==> src/rtl/add6_pkg.sv <==
// Shared constants and types for the six-operand adder sequencer.
package add6_pkg;

   localparam int OP_W    = 4;
   localparam int NUM_OPS = 6;
   localparam int SUM_W   = 6;
   localparam int CNT_W   = 8;

   typedef enum logic {
      FILL    = 1'b0,
      CAPTURE = 1'b1
   } state_e;

   typedef logic [2:0] idx_t;

   localparam idx_t LAST_IDX = idx_t'(NUM_OPS - 1);

endpackage

==> src/rtl/add6_operand_seq_if.sv <==
// Operand stream in, frame-sum stream out; slave is the sequencer side.
interface add6_operand_seq_if;
   import add6_pkg::*;

   logic             in_valid;
   logic             in_ready;
   logic [OP_W-1:0]  in_data;
   logic             frame_clr;
   logic             out_valid;
   logic             out_ready;
   logic [SUM_W-1:0] out_sum;

   modport slave (
      input  in_valid, in_data, frame_clr, out_ready,
      output in_ready, out_valid, out_sum
   );

   modport master (
      output in_valid, in_data, frame_clr, out_ready,
      input  in_ready, out_valid, out_sum
   );

endinterface

==> src/rtl/add6_op_regfile.sv <==
// Six-entry operand bank, one indexed write per cycle, all entries read in parallel.
// Write lands on the next edge; no backpressure, the caller gates wr_en_i.
module add6_op_regfile
   import add6_pkg::*;
(
   input  logic                          clk,
   input  logic                          rst_n,
   input  logic                          wr_en_i,
   input  idx_t                          wr_idx_i,
   input  logic [OP_W-1:0]               wr_dat_i,
   output logic [NUM_OPS-1:0][OP_W-1:0]  ops_o
);

   logic [NUM_OPS-1:0][OP_W-1:0] ops_q;

   always_ff @(posedge clk or negedge rst_n) begin
      if (!rst_n) begin
         ops_q <= '0;
      end else begin
         for (int i = 0; i < NUM_OPS; i++) begin
            if (wr_en_i && (wr_idx_i == idx_t'(i))) begin
               ops_q[i] <= wr_dat_i;
            end
         end
      end
   end

   assign ops_o = ops_q;

endmodule

==> src/rtl/add6_operand_seq.sv <==
// Groups six serial operands into a frame for the external adder and registers its sum.
// Sum valid two cycles after the sixth beat; a held output stalls the block in CAPTURE.
module add6_operand_seq
   import add6_pkg::*;
(
   input  logic             clk,
   input  logic             rst_n,
   add6_operand_seq_if.slave io,
   output logic [OP_W-1:0]  op_a,
   output logic [OP_W-1:0]  op_b,
   output logic [OP_W-1:0]  op_c,
   output logic [OP_W-1:0]  op_d,
   output logic [OP_W-1:0]  op_e,
   output logic [OP_W-1:0]  op_f,
   input  logic [SUM_W-1:0] sum_in,
   output logic             busy,
   output logic [CNT_W-1:0] frame_cnt
);

   state_e                       state_q, state_d;
   idx_t                         idx_q, idx_d;
   logic                         out_valid_q, out_valid_d;
   logic [SUM_W-1:0]             out_sum_q, out_sum_d;
   logic [CNT_W-1:0]             cnt_q, cnt_d;
   logic                         in_rdy;
   logic                         wr_en;
   logic [NUM_OPS-1:0][OP_W-1:0] ops;

   add6_op_regfile u_regfile (
      .clk      (clk),
      .rst_n    (rst_n),
      .wr_en_i  (wr_en),
      .wr_idx_i (idx_q),
      .wr_dat_i (io.in_data),
      .ops_o    (ops)
   );

   always_ff @(posedge clk or negedge rst_n) begin
      if (!rst_n) begin
         state_q     <= FILL;
         idx_q       <= '0;
         out_valid_q <= 1'b0;
         out_sum_q   <= '0;
         cnt_q       <= '0;
      end else begin
         state_q     <= state_d;
         idx_q       <= idx_d;
         out_valid_q <= out_valid_d;
         out_sum_q   <= out_sum_d;
         cnt_q       <= cnt_d;
      end
   end

   always_comb begin
      state_d     = state_q;
      idx_d       = idx_q;
      in_rdy      = 1'b0;
      wr_en       = 1'b0;
      out_valid_d = out_valid_q;
      out_sum_d   = out_sum_q;
      cnt_d       = cnt_q;

      if (out_valid_q && io.out_ready) begin
         out_valid_d = 1'b0;
      end

      case (state_q)
         FILL: begin
            // An abort wins over a beat presented on the same edge.
            in_rdy = !io.frame_clr;
            if (io.frame_clr) begin
               idx_d = '0;
            end else if (io.in_valid) begin
               wr_en = 1'b1;
               if (idx_q == LAST_IDX) begin
                  idx_d   = '0;
                  state_d = CAPTURE;
               end else begin
                  idx_d = idx_q + idx_t'(1);
               end
            end
         end
         CAPTURE: begin
            // Capture overrides the drain above, so accept+capture keeps valid high.
            if (!out_valid_q || io.out_ready) begin
               out_sum_d   = sum_in;
               out_valid_d = 1'b1;
               cnt_d       = cnt_q + CNT_W'(1);
               state_d     = FILL;
            end
         end
      endcase
   end

   assign io.in_ready  = in_rdy;
   assign io.out_valid = out_valid_q;
   assign io.out_sum   = out_sum_q;

   assign op_a = ops[0];
   assign op_b = ops[1];
   assign op_c = ops[2];
   assign op_d = ops[3];
   assign op_e = ops[4];
   assign op_f = ops[5];

   assign busy      = (idx_q != '0) || (state_q == CAPTURE);
   assign frame_cnt = cnt_q;

endmodule

==> src/flat_wrapper.sv <==
// flat-port wrapper written by rule: the top's interface ports become plain ports
module add6_operand_seq_flat import add6_pkg::*;
  (clk, rst_n, op_a, op_b, op_c, op_d, op_e, op_f, sum_in, busy, frame_cnt, io_in_valid, io_in_data, io_frame_clr, io_out_ready, io_in_ready, io_out_valid, io_out_sum);
  add6_operand_seq_if io_i ();
  input  logic clk;
  input  logic rst_n;
  output logic [OP_W-1:0] op_a;
  output logic [OP_W-1:0] op_b;
  output logic [OP_W-1:0] op_c;
  output logic [OP_W-1:0] op_d;
  output logic [OP_W-1:0] op_e;
  output logic [OP_W-1:0] op_f;
  input  logic [SUM_W-1:0] sum_in;
  output logic busy;
  output logic [CNT_W-1:0] frame_cnt;
  input wire logic [$bits(io_i.in_valid)-1:0] io_in_valid;
  input wire logic [$bits(io_i.in_data)-1:0] io_in_data;
  input wire logic [$bits(io_i.frame_clr)-1:0] io_frame_clr;
  input wire logic [$bits(io_i.out_ready)-1:0] io_out_ready;
  output wire logic [$bits(io_i.in_ready)-1:0] io_in_ready;
  output wire logic [$bits(io_i.out_valid)-1:0] io_out_valid;
  output wire logic [$bits(io_i.out_sum)-1:0] io_out_sum;
  assign io_i.in_valid = io_in_valid;
  assign io_i.in_data = io_in_data;
  assign io_i.frame_clr = io_frame_clr;
  assign io_i.out_ready = io_out_ready;
  assign io_in_ready = io_i.in_ready;
  assign io_out_valid = io_i.out_valid;
  assign io_out_sum = io_i.out_sum;
  add6_operand_seq u_core (.clk(clk), .rst_n(rst_n), .io(io_i), .op_a(op_a), .op_b(op_b), .op_c(op_c), .op_d(op_d), .op_e(op_e), .op_f(op_f), .sum_in(sum_in), .busy(busy), .frame_cnt(frame_cnt));
endmodule
==> config.mk <==
export PLATFORM = sky130hd
export DESIGN_NAME = add6_operand_seq_flat
export DESIGN_NICKNAME = d
export VERILOG_FILES = /design/src/rtl/add6_pkg.sv /design/src/rtl/add6_operand_seq_if.sv /design/src/rtl/add6_op_regfile.sv /design/src/rtl/add6_operand_seq.sv /design/src/flat_wrapper.sv
export SDC_FILE = /design/constraint.sdc
export NUM_CORES = 1
export LEC_CHECK = 0
export ABC_AREA = 1
export ABC_CLOCK_PERIOD_IN_PS = 2100
export CAP_MARGIN = 0
export CORE_MARGIN = 1.5
export CORE_UTILIZATION = 49
export CTS_CLUSTER_DIAMETER = 150
export CTS_CLUSTER_SIZE = 14
export DETAILED_ROUTE_END_ITERATION = 10
export PLACE_DENSITY = 0.91
export SYNTH_ARGS = -nofsm -noshare
export SYNTH_HDL_FRONTEND = slang
export SYNTH_SLANG_ARGS = --single-unit
==> constraint.sdc <==
create_clock -name clk -period 2.1 [get_ports clk]
set_clock_uncertainty 0.1 [all_clocks]
set_input_delay 0.525 -clock clk [delete_from_list [all_inputs] [get_ports clk]]
set_output_delay 0.525 -clock clk [all_outputs]
set_load 0.005 [all_outputs]
==> metrics <==
Starting Density between 50% and 60%; core area ~3400 um2; max-slew violations 0; diodes inserted 0; DRC violations left 0; Hold/Removal Path Class in2async; critical path's slowest cell clkdlybuf4s50_1; Post-Layout Cell Count approximately 310; Max Cap Viol 0; crit path kind in2out; Initial DRC Count 66; Die Span X between 60 and 70 um; port bufs between 50 and 60; Routed Antenna Nets 0; top cell type's share of synthesized area approximately three fifths; vias in the first global route about 1.4k; register area share after synthesis about three fifths; final hold violations 0; HPWL after DPL 2999 um; Required @ worst endpoint 1.47 ns; CP bufs+invs 2; Worst Setup Slack, final 0.09772 ns; grt ovf 0; CP peak stage delay 0.50 ns; most common cell after layout, fill and taps aside nand2_1; Netlist cell types 24; initial antenna violation count 0; Syn Inst Count 194; fin crit share 95.35%; Leak 0.001287 uW; Layout Nets 281; fin crit period 2.002 ns; Worst VDD drop ~0.79 mV; root buffer cell clkbuf_8; Overall Global Routing Usage 21.39%; WL/cell around 13 um; Peak Freq 499.4 MHz; pwr dens 733.7 nW/um2; most frequent cells in the layout nand2_1 (73), clkdlybuf4s50_1 (52), dfrtp_1 (43), inv_1 (14), o21ai_0 (11); H-tree depth 2; largest net degree at the start of global routing 24; Yosys reg bits 43; Worst Path Max Fanout 2; Post-Route WL 4016 um; final instance area around 2600 um2; Netlist Area Pre-Place 1817 um2; Yosys warning count 0; Setup WS pre-CTS -0.1190 ns; Synth-to-Final Area Change 41.80%; Critical Path Sink Type output pin; die height 63.89 um; Rows 21; RSZ-0062 raised after global routing no; CTS Sinks 43; DR vias/cell 4.929; Rel. slew slack ~67%; vias ~1.5k; cell taking the most area after synthesis dfrtp_1; clock slew at reported path FFs 0.07 ns; Clock Latency Late Sink just under 0.3 ns; placed insts 299; die area 4082 um2; share of cells above drive strength 1 15.47%; Mapped Nets 211; Worst Max-Slew Pin Slew 0.5003 ns; CP delay by family, top buffers and inverters; 1st-pass router iterations 4; type of origin of the critical path input pin; Placed Area 2450 um2; synthesized area per cell 9.365 um2; Clock Path Buffers 2; GPL Wtd Cong 0.8537; Final setup viols 0; Final Power 1890 uW; CTS tree built; top-level I/O count 56; crit path DAT 1.38 ns; total CTS buffers 5; Core Util, Final ~75%; crit path cell chain dlygate4sd2_1 -> nor2_4 -> clkdlybuf4s50_1; ranking of synthesized cells by area dfrtp_1 (59%), nand2_1 (15%), inv_1 (3.3%); global-route wire length before repair 6651 um; Fillers about 260; status finished, final reports clean
kinds of logic after synthesis:
logic type	after synthesis	share of synthesized area (%)
adders and majority gates	2	1.377
DFF	43	59.23
xor gates and xnor gates	4	1.929
AOI/OAI and AO/OA	26	8.746
and+or+nand+nor	99	24.45
buffers and inverters	20	4.270
path summary, 6_finish.rpt:
path	startpoint	end	slack, ns	depth (start not counted)
max	io_frame_clr	io_in_ready	0.1	3
min	rst_n	u_core.u_regfile.ops_o[16]	0.09	1
max reg2reg	u_core.idx_q[0]	u_core.idx_q[2]	0.65	8
min reg2reg	u_core.io.out_sum[4]	u_core.io.out_sum[4]	0.38	2
max in group asynchronous	rst_n	u_core.u_regfile.ops_o[18]	1.26	2
min in group clk	u_core.io.out_sum[4]	u_core.io.out_sum[4]	0.38	2
cell type report:
cell class              instances  area [um2]  share of cell area [%]
inverters                      20       77.57                   3.011
clock buffers                   6       72.57                   2.817
flip-flops and latches         43        1076                   41.77
repair buffers                 63       606.8                   23.56
clock inverters                 2       12.51                  0.4857
well taps                      46       57.56                   2.234
multi-input cells             131       673.1                   26.13
metal layers:
metal	track usage [%]	up-vias	share of wire, %
met5	0	-	0
met4	6.522	0	0.67
met3	6.162	2	5.1
met2	36.07	40	52
met1	26.56	737	42
li1	-	754	-
worst reg2reg max path, cell delays in order, from the launching register on:
cell and delay (ns):
dfrtp_1 0.41, buf_4 0.14, buf_4 0.13, nand2_1 0.05
inv_1 0.04, ha_1 0.27, nor2_1 0.10, o21ai_0 0.09
nand2_1 0.07
Yosys cell counts:
master	instances
nand2_1	74
dfrtp_1	43
inv_1	16
o21ai_0	11
o21ai_1	9
nand3_1	6
nand2_2	5
nor2_1	5
o21ai_2	4
ha_1	2
inv_2	2
nand2_4	2
nor2_2	2
xnor2_1	2
xor2_1	2
a21oi_4	1
clkinv_1	1
inv_4	1
nand3_2	1
nand3b_1	1
nand4_2	1
nor2_4	1
nor3_2	1
o211ai_1	1
registers in the layout, indices dropped and copies added, names as in the netlist:
register and count:
u_core.frame_cnt 8, u_core.idx_q 3, u_core.io.out_sum 6, u_core.io.out_valid 1, u_core.state_q 1, u_core.u_regfile.ops_o 24
timing repair:
| action | 4_1_cts | 5_1_grt |
|---|---|---|
| gates resized for setup | 2 | 5 |
| setup endpoints to repair | 2 | 1 |
| hold buffers | 0 | 0 |
| pin swaps | 1 | 1 |
| buffers inserted | 3 | 1 |
where the power goes:
part | switching, uW | total [uW] | internal (uW) | leakage [uW]
combinational | 156 | 401 | 245 | 0.000691
sequential | 57.2 | 981 | 924 | 0.000555
clock | 276 | 508 | 232 | 0.0000412
total | 489 | 1890 | 1400 | 0.00129
metrics by stage:
step	hold WS, ns	setup TNS (ns)
after CTS	0.1075	0
after global routing	0.1207	0
after floorplan	0.1294	0
after global placement	0.3646	-0.09457
after detailed placement	0.3642	-0.1190
final	0.09020	0
No activity file was read; power rests on OpenSTA's default activity.
